## src/rtl/spin_executor.sv

```systemverilog
//------------------------------------------------------------------------------
// Module      : spin_executor
// Description : Executes an in-place spin: latches angle/speed/direction,
//               drives opposite-signed wheel velocities and integrates the
//               turned angle on a prescaled tick until the target is reached.
// Revision    : 1.0 - initial release
//------------------------------------------------------------------------------
`default_nettype none

module spin_executor #(
   parameter int TICK_DIV   = 4,   // clk cycles per angle-integration tick (>=2)
   parameter int WHEEL_GAIN = 16   // wheel magnitude per unit of speed
) (
   input  logic              clk,
   input  logic              rst,            // asynchronous, active-low
   input  logic              start,
   input  logic              spin_dir,       // 1 = counter-clockwise
   input  logic [9:0]        motion_command, // requested angle in degrees
   input  logic [2:0]        output_speed,   // degrees per tick
   input  logic              abort,
   output logic signed [7:0] left_wheel,
   output logic signed [7:0] right_wheel,
   output logic              busy,
   output logic              done_spin
);

   localparam int            PW        = $clog2(TICK_DIV);
   localparam logic [PW-1:0] PRE_LAST  = PW'(TICK_DIV - 1);
   localparam logic [9:0]    FULL_TURN = 10'd360;

   typedef enum logic [1:0] {
      IDLE = 2'd0,
      NORM = 2'd1,
      SPIN = 2'd2,
      DONE = 2'd3
   } state_t;

   state_t        state_q;
   logic [9:0]    target_q;
   logic [2:0]    spd_q;
   logic          dir_q;
   logic [9:0]    acc_q;
   logic [PW-1:0] pre_q;
   logic [7:0]    left_q;
   logic [7:0]    right_q;
   logic          busy_q;
   logic          done_q;

   logic [9:0]    acc_d;
   logic [7:0]    mag_d;
   logic [7:0]    neg_mag_d;

   // Accumulated angle after the next tick; cannot overflow 10 bits (<= 359+7).
   assign acc_d     = acc_q + {7'd0, spd_q};
   // Wheel magnitude and its two's complement for the opposite wheel.
   assign mag_d     = {5'd0, spd_q} * 8'(WHEEL_GAIN);
   assign neg_mag_d = ~mag_d + 8'd1;

   // Spin sequencer: all outputs are registered alongside the state.
   always_ff @(posedge clk or negedge rst) begin
      if (!rst) begin
         state_q  <= IDLE;
         target_q <= 10'd0;
         spd_q    <= 3'd0;
         dir_q    <= 1'b0;
         acc_q    <= 10'd0;
         pre_q    <= '0;
         left_q   <= 8'd0;
         right_q  <= 8'd0;
         busy_q   <= 1'b0;
         done_q   <= 1'b0;
      end else if (abort && (state_q != IDLE)) begin
         // Abort cancels any spin in progress without issuing a done.
         state_q <= IDLE;
         left_q  <= 8'd0;
         right_q <= 8'd0;
         busy_q  <= 1'b0;
         done_q  <= 1'b0;
      end else begin
         case (state_q)
            IDLE: begin
               if (start && !abort) begin
                  target_q <= motion_command;
                  spd_q    <= output_speed;
                  dir_q    <= spin_dir;
                  if (output_speed == 3'd0) begin
                     state_q <= DONE;
                     done_q  <= 1'b1;
                  end else begin
                     state_q <= NORM;
                     busy_q  <= 1'b1;
                  end
               end
            end

            NORM: begin
               // One full-turn subtraction per cycle; at most two are needed.
               if (target_q >= FULL_TURN) begin
                  target_q <= target_q - FULL_TURN;
               end else if (target_q == 10'd0) begin
                  state_q <= DONE;
                  busy_q  <= 1'b0;
                  done_q  <= 1'b1;
               end else begin
                  state_q <= SPIN;
                  acc_q   <= 10'd0;
                  pre_q   <= '0;
                  left_q  <= dir_q ? neg_mag_d : mag_d;
                  right_q <= dir_q ? mag_d : neg_mag_d;
               end
            end

            SPIN: begin
               if (pre_q == PRE_LAST) begin
                  // Prescaler wrap is the integration tick.
                  pre_q <= '0;
                  acc_q <= acc_d;
                  if (acc_d >= target_q) begin
                     state_q <= DONE;
                     left_q  <= 8'd0;
                     right_q <= 8'd0;
                     busy_q  <= 1'b0;
                     done_q  <= 1'b1;
                  end
               end else begin
                  pre_q <= pre_q + PW'(1);
               end
            end

            DONE: begin
               // Hold done until the requester drops start.
               left_q  <= 8'd0;
               right_q <= 8'd0;
               busy_q  <= 1'b0;
               if (!start) begin
                  state_q <= IDLE;
                  done_q  <= 1'b0;
               end
            end

            default: begin
               state_q <= IDLE;
            end
         endcase
      end
   end

   assign left_wheel  = left_q;
   assign right_wheel = right_q;
   assign busy        = busy_q;
   assign done_spin   = done_q;

endmodule

`default_nettype wire

```

## config.mk

```make
export PLATFORM = sky130hd
export DESIGN_NAME = spin_executor
export DESIGN_NICKNAME = d
export VERILOG_FILES = /design/src/rtl/spin_executor.sv
export SDC_FILE = /design/constraint.sdc
export NUM_CORES = 1
export LEC_CHECK = 0
export BUFFER_PORTS_ARGS = -buffer_cell sky130_fd_sc_hd__buf_4
export CAP_MARGIN = 20
export CORE_MARGIN = 2
export CORE_UTILIZATION = 52
export CTS_CLUSTER_DIAMETER = 40
export DETAILED_ROUTE_END_ITERATION = 6
export PLACE_DENSITY_LB_ADDON = 0.25
export SETUP_SLACK_MARGIN = 0.05
export SYNTH_ARGS = -nofsm -noshare
export SYNTH_HDL_FRONTEND = slang
export SYNTH_SLANG_ARGS = --single-unit
```

## constraint.sdc

```tcl
create_clock -name clk -period 3.39 [get_ports clk]
set_input_delay 0.678 -clock clk [delete_from_list [all_inputs] [get_ports clk]]
set_output_delay 0.678 -clock clk [all_outputs]
set_load 0.05 [all_outputs]
```

Word-level counts from Yosys, hierarchy flattened
Index checks and enable logic that the tools add are counted.
Storage, ports and cells
  bits in registers: 46
  bits in latches: 0
  bits in writable memories: 0
  memory bits (read-only): 0
  bits of input ports: 18
  output and inout port bits: 18
  word-level logic and storage cells: 103
  memories: 0
Operators by class
  $add $sub $neg: 4
  multipliers: 0
  divide/modulo/power cells: 0
  magnitude comparators: 2
  equality and inequality tests: 18
  shifts and indexed selects: 0
  multiplexer cells: 49
  bitwise operators: 2
  reduce and logical (&&, ||, !) cells: 18
Operator list (number)
  8-bit two-way mux: 10
  10-bit two-way mux: 5
  8-bit case mux with 3 select lines: 2
  10-bit case mux with 2 select lines: 2
  3-bit inequality test (second input constant): 9
  2-bit two-way mux: 10
  1-bit two-way mux: 16
  5-bit AND reduction: 3
  10-bit by 3-bit adder with 10-bit output: 1
  10-bit >= comparator: 1
  10-bit by 9-bit >= comparator with 1-bit output (second input constant): 1
  10-bit logical NOT: 1
  2-bit inequality test (second input constant): 5
  10-bit by 9-bit subtractor with 10-bit output (second input constant): 1
  8-bit by 1-bit adder with 8-bit output (second input constant): 1
  7-bit inverter with 8-bit output: 1
  1-bit case mux with 4 select lines: 2
  2-bit case mux with 4 select lines: 1
  4-bit AND reduction: 2
  7-bit AND reduction: 1
  2-bit == test (second input constant): 3
  6-bit AND reduction: 1
  2-bit nonzero test: 3
  2-bit case mux with 2 select lines: 1
  9 further kinds: 10

Depth between registers and ports, before layout
  depth after elaboration: 7
  depth in mapped cells: 15

Least setup slack after synthesis
Ideal clock, no wire load.
  kind: reg-to-reg
  start: register spd_q[0]
  end: register left_q[4] (netlist: left_wheel[4])
  arrival: 3.265 ns
  data required time: 3.265 ns
  slack: 0.000 ns
  stages on the path, launching flop included: 16
  buffers on the path: 2
  clock period less this slack: 3.390 ns
  cell sequence: dfrtp_1 ha_1 inv_1 fa_1 nor2b_1 o21ai_0 or3_1 nand2_1 ha_1 nand4_1 nor3b_1 or4_1 buf_2 and3_1 buf_6 mux2_4
On the way
  word-level cells in the longest chain between the ends: 7
  elaborated cells between the ends (all ways): 11
  classes of those cells: add/sub: 2; order compare: 1; eq/ne: 1; mux: 5; bitwise: 1; reduce/logical: 1
Ends and longest elaborated chain
  from (decl): RTL line 40  | logic [2:0] spd_q;
  from (signal assigned): RTL line 84  | spd_q <= output_speed;
  branches (longest 7 deep; another with 10-bit by 3-bit adder with 10-bit output)
  to (signal assigned): RTL line 108  | left_q <= dir_q ? neg_mag_d : mag_d;
  to (decl): RTL line 44  | logic [7:0] left_q;
Parallel ways; which one is timed is not known. The select of a mux whose other input is x is not followed.
A chain may end at the register's enable or synchronous reset.

Final worst setup path
  start: register acc_q[0]
  end: register done_q (netlist: done_spin)
On the way
  word-level cells in the longest chain between the ends: 4
Ends and longest elaborated chain
  from (decl): RTL line 42  | logic [9:0] acc_q;
  from (signal assigned): RTL line 66  | acc_q <= 10'd0;
  from (signal assigned): RTL line 106  | acc_q <= 10'd0;
  from (signal assigned): RTL line 117  | acc_q <= acc_d;
  10-bit by 3-bit adder with 10-bit output: RTL line 54  | assign acc_d = acc_q + {7'd0, spd_q};
  10-bit >= comparator: RTL line 118  | if (acc_d >= target_q) begin
  3-bit inequality test (no source line)
  7-bit AND reduction (no source line)
  to (signal assigned): RTL line 71  | done_q <= 1'b0;
  to (signal assigned): RTL line 123  | done_q <= 1'b1;
  to (signal assigned): RTL line 137  | done_q <= 1'b0;
  to (decl): RTL line 47  | logic done_q;
Every way passes these cells.

==> flow_metrics.env <==
export IMPL_outcome="complete, no violations"
export IMPL_syn_to_final_growth_pct=16.7
export IMPL_grtUsageMet2_pct=35.3
export IMPL_peakVddDrop_v=0.000544
export IMPL_drv_cap=0
export IMPL_rr_worst_depth=14
export IMPL_r2r_end="done_spin"
export IMPL_grtUsageMet3_pct=4.28
export IMPL_die_w_um=74.7
export IMPL_dpl_cell_count=376
export IMPL_num_vias=2092
export IMPL_start_util_pct=54.3
export IMPL_dieArea_um2=5580
export IMPL_max_freq_mhz=310
export IMPL_fin_nets=357
export IMPL_multi_input_area_um2=1550
export IMPL_synth_area_um2=2600
export IMPL_comb_power_share_pct=60.4
export IMPL_root_buffer="clkbuf_8"
export IMPL_start_kind="flop"
export IMPL_ys_warn_count=0
export IMPL_rows=25
export IMPL_crit_path_top_delay_cell="or4_4"
export IMPL_io_buffers=27
export IMPL_wire_per_inst_um=14.7
export IMPL_fin_skew_ps=7.16
export IMPL_p_leak_nw=1.47
export IMPL_core_area_um2=4790
export IMPL_num_io_pins=36
export IMPL_power_switching_mw=1.33
export IMPL_seqPwrFrac_pct=25.9
export IMPL_diodes=0
export IMPL_synthCells=291
export IMPL_nFillCells=411
export IMPL_first_iter_violations=165
export IMPL_p_int_mw=1.62
export IMPL_synth_edf_count=0
export IMPL_synth_common_cells="37 x dfrtp_1, 30 x nand2_1, 22 x inv_1, 21 x nor2_1, 20 x ha_1"
export IMPL_crit_required_ps=3580
export IMPL_use_met1_pct=31.4
export IMPL_cts_buffers_inserted=5
export IMPL_grt_max_degree=38
export IMPL_drv_slew=0
export IMPL_synth_area_leaders="dfrtp_1 36%, ha_1 9.6%, nand2_1 4.3%"
export IMPL_timing_final_crit_share_pct=95.2
export IMPL_worst_pin_slew_ps=601
export IMPL_r2r_start="acc_q[0]"
export IMPL_route_detailed_drc=0
export IMPL_crit_path_cell_trace="ha_2, inv_1, fa_2, nor2b_2, o21ai_2, or2_2, nand2_1, ha_1, a21oi_2, nor3b_1, or4_4, buf_6, nand4_1, mux2_1"
export IMPL_postRouteAntennaNets=0
export IMPL_slew_headroom_pct=59.9
export IMPL_via_per_inst=5.42
export IMPL_worstSetupPathType="flop to flop"
export IMPL_seq_area_um2=926
export IMPL_powerDensity_nw_per_um2=975
export IMPL_grt_busiest_layer="met2"
export IMPL_cp_startpoint="acc_q[0]"
export IMPL_synthDistinctLibCells=49
export IMPL_drt_first_pass_iters=4
export IMPL_dpl_hpwl_um=4150
export IMPL_hold_buffers=0
export IMPL_grt_pass1_wl_um=9520
export IMPL_grt_pass1_vias=2034
export IMPL_setup_violations_final=0
export IMPL_antenna_found_initial=0
export IMPL_globalplace_congestion=0.848
export IMPL_crit_end="done_spin"
export IMPL_r2r_slack_ps=160
export IMPL_yosys_most_used_dff="dfrtp_1"
export IMPL_slowest_delay_ps=510
export IMPL_netlist_area_leader_share_pct=35.6
export IMPL_avgSynthCellArea_um2=8.93
export IMPL_die_h_um=74.7
export IMPL_fin_crit_ps=3230
export IMPL_crit_arrival_ps=3420
export IMPL_seq_area_frac_synth_pct=35.6
export IMPL_grt_use_total_pct=22.6
export IMPL_hold_viol=0
export IMPL_clkPwrFrac_pct=13.7
export IMPL_drive_gt1_share_pct=22.6
export IMPL_synth_seq_cells=37
export IMPL_yosysTopAreaCell="dfrtp_1"
export IMPL_async_flop_share_pct=100
export IMPL_cts_path_max_buffers=2
export IMPL_crit_fanout=5
export IMPL_hold_class="primary input to async pin"
export IMPL_clock_latency_ps=300
export IMPL_synth_most_common_cell="dfrtp_1"
export IMPL_clk_pin_slew_ps=80
export IMPL_wl_um=5680
export IMPL_switching_share_pct=45.1
export IMPL_final_cells=386
export IMPL_cts_max_level=2
export IMPL_hold_ws_ps=331
export IMPL_clock_sinks=37
export IMPL_cts_tree="yes"
export IMPL_endpoint_kind="flop"
export IMPL_grt_overflow_total=0
## area by class of cell
type                    instances  area share, %
well taps                      67           2.76
clock buffers                   7           2.85
clock inverters                 1          0.990
inverters                      23           2.85
multi-input cells             216           51.2
repair buffers                 35           8.79
flip-flops and latches         37           30.5
## power groups by stage
stage	sequential, mW	combinational [mW]	clock [mW]
CTS	0.763	1.72	0.406
global placement	0.764	1.66	0
floorplan	0.873	1.23	0
global route	0.791	1.98	0.428
detailed placement	0.767	1.71	0
finish	0.767	1.78	0.405
## through the flow
| stage | power (mW) | utilization, % | setup slack, ps | setup TNS (ps) | cell area [um^2] |
|---|---|---|---|---|---|
| floorplan | 2.10 | - | 76.0 | 0 | 2630 |
| global placement | 2.42 | 58.9 | 31.1 | 0 | 2820 |
| detailed placement | 2.47 | 58.9 | -15.4 | -47.9 | 2820 |
| CTS | 2.89 | 61.4 | 96.0 | 0 | 2940 |
| global route | 3.20 | 63.4 | -11.1 | -38.7 | 3030 |
| finish | 2.96 | 63.4 | 161 | 0 | 3030 |
## critical path, delay by kind of cell (launching register included)
kind / cells / cell delay [ps]
simple gates: 6 / 1220
fa+ha+maj: 3 / 790
flops: 1 / 350
mux: 1 / 320
compound gates: 2 / 220
buf+inv: 2 / 200
## worst min-delay path by stage
stage / to / start / cells past startpoint / slack, ps
global route: left_wheel[6] / rst / 1 / 370
CTS: left_wheel[6] / rst / 1 / 350
detailed placement: acc_q[0] / acc_q[0] / 2 / 480
floorplan: acc_q[0] / rst / 0 / 380
finish: left_wheel[6] / rst / 1 / 330
global placement: target_q[2] / target_q[2] / 2 / 470
## state kept, by name (all words and copies together), names as in the netlist
| name | count |
|---|---|
| pre_q | 2 |
| busy | 1 |
| left_wheel | 4 |
| acc_q | 10 |
| done_spin | 1 |
| right_wheel | 3 |
| dir_q | 1 |
| target_q | 10 |
| state_q | 2 |
| spd_q | 3 |
## cell usage in the layout, fill, tap and decap left out, types with 2 or more instances in the layout
cell type	synthesis	final
dfrtp_1	37	37
buf_4	10	34
nand2_1	30	28
inv_1	22	22
nor2_1	21	21
ha_1	20	17
o21ai_0	16	13
a21oi_1	13	12
o21ai_1	9	11
conb_1	1	8
mux2_4	7	7
mux2i_1	6	6
nor3_1	6	6
clkbuf_8	0	6
nand3_1	5	5
nand4_1	5	5
nand2b_1	5	5
xnor2_1	4	4
a2bb2oi_1	4	4
mux2_2	4	4
a22o_1	4	4
a21o_1	3	3
a41oi_1	4	3
a31oi_1	3	3
o22ai_1	3	3
o31ai_1	3	3
nor3b_1	3	3
xor2_1	2	2
or3_4	0	2
nand2_2	0	2
nor4_1	2	2
or3_1	4	2
and3_1	3	2
a22oi_1	2	2
ha_4	0	2
## cell families (layout without fill, tap and decap cells)
group | Yosys count | after routing | synth area share, %
other cells | 1 | 8 | 0.144
simple gates | 92 | 92 | 17.3
mux | 18 | 18 | 8.52
fa+ha+maj | 21 | 21 | 10.4
xor+xnor | 6 | 6 | 2.02
compound gates | 71 | 71 | 17.4
flops | 37 | 37 | 35.6
buf+inv | 45 | 66 | 8.62
## per-layer routing
| metal | vias up | wire length (um) |
|---|---|---|
| met5 | - | 0 |
| met4 | 0 | 87 |
| met3 | 9 | 193 |
| met2 | 41 | 2670 |
| met1 | 976 | 2730 |
| li1 | 1066 | - |
## repair_timing
item	CTS	global route
cloned	0	0
buffers inserted	0	2
gates resized for setup	2	18
pin swaps	0	4
setup endpoints to repair	7	11
No activity file was read; power rests on OpenSTA's default activity.
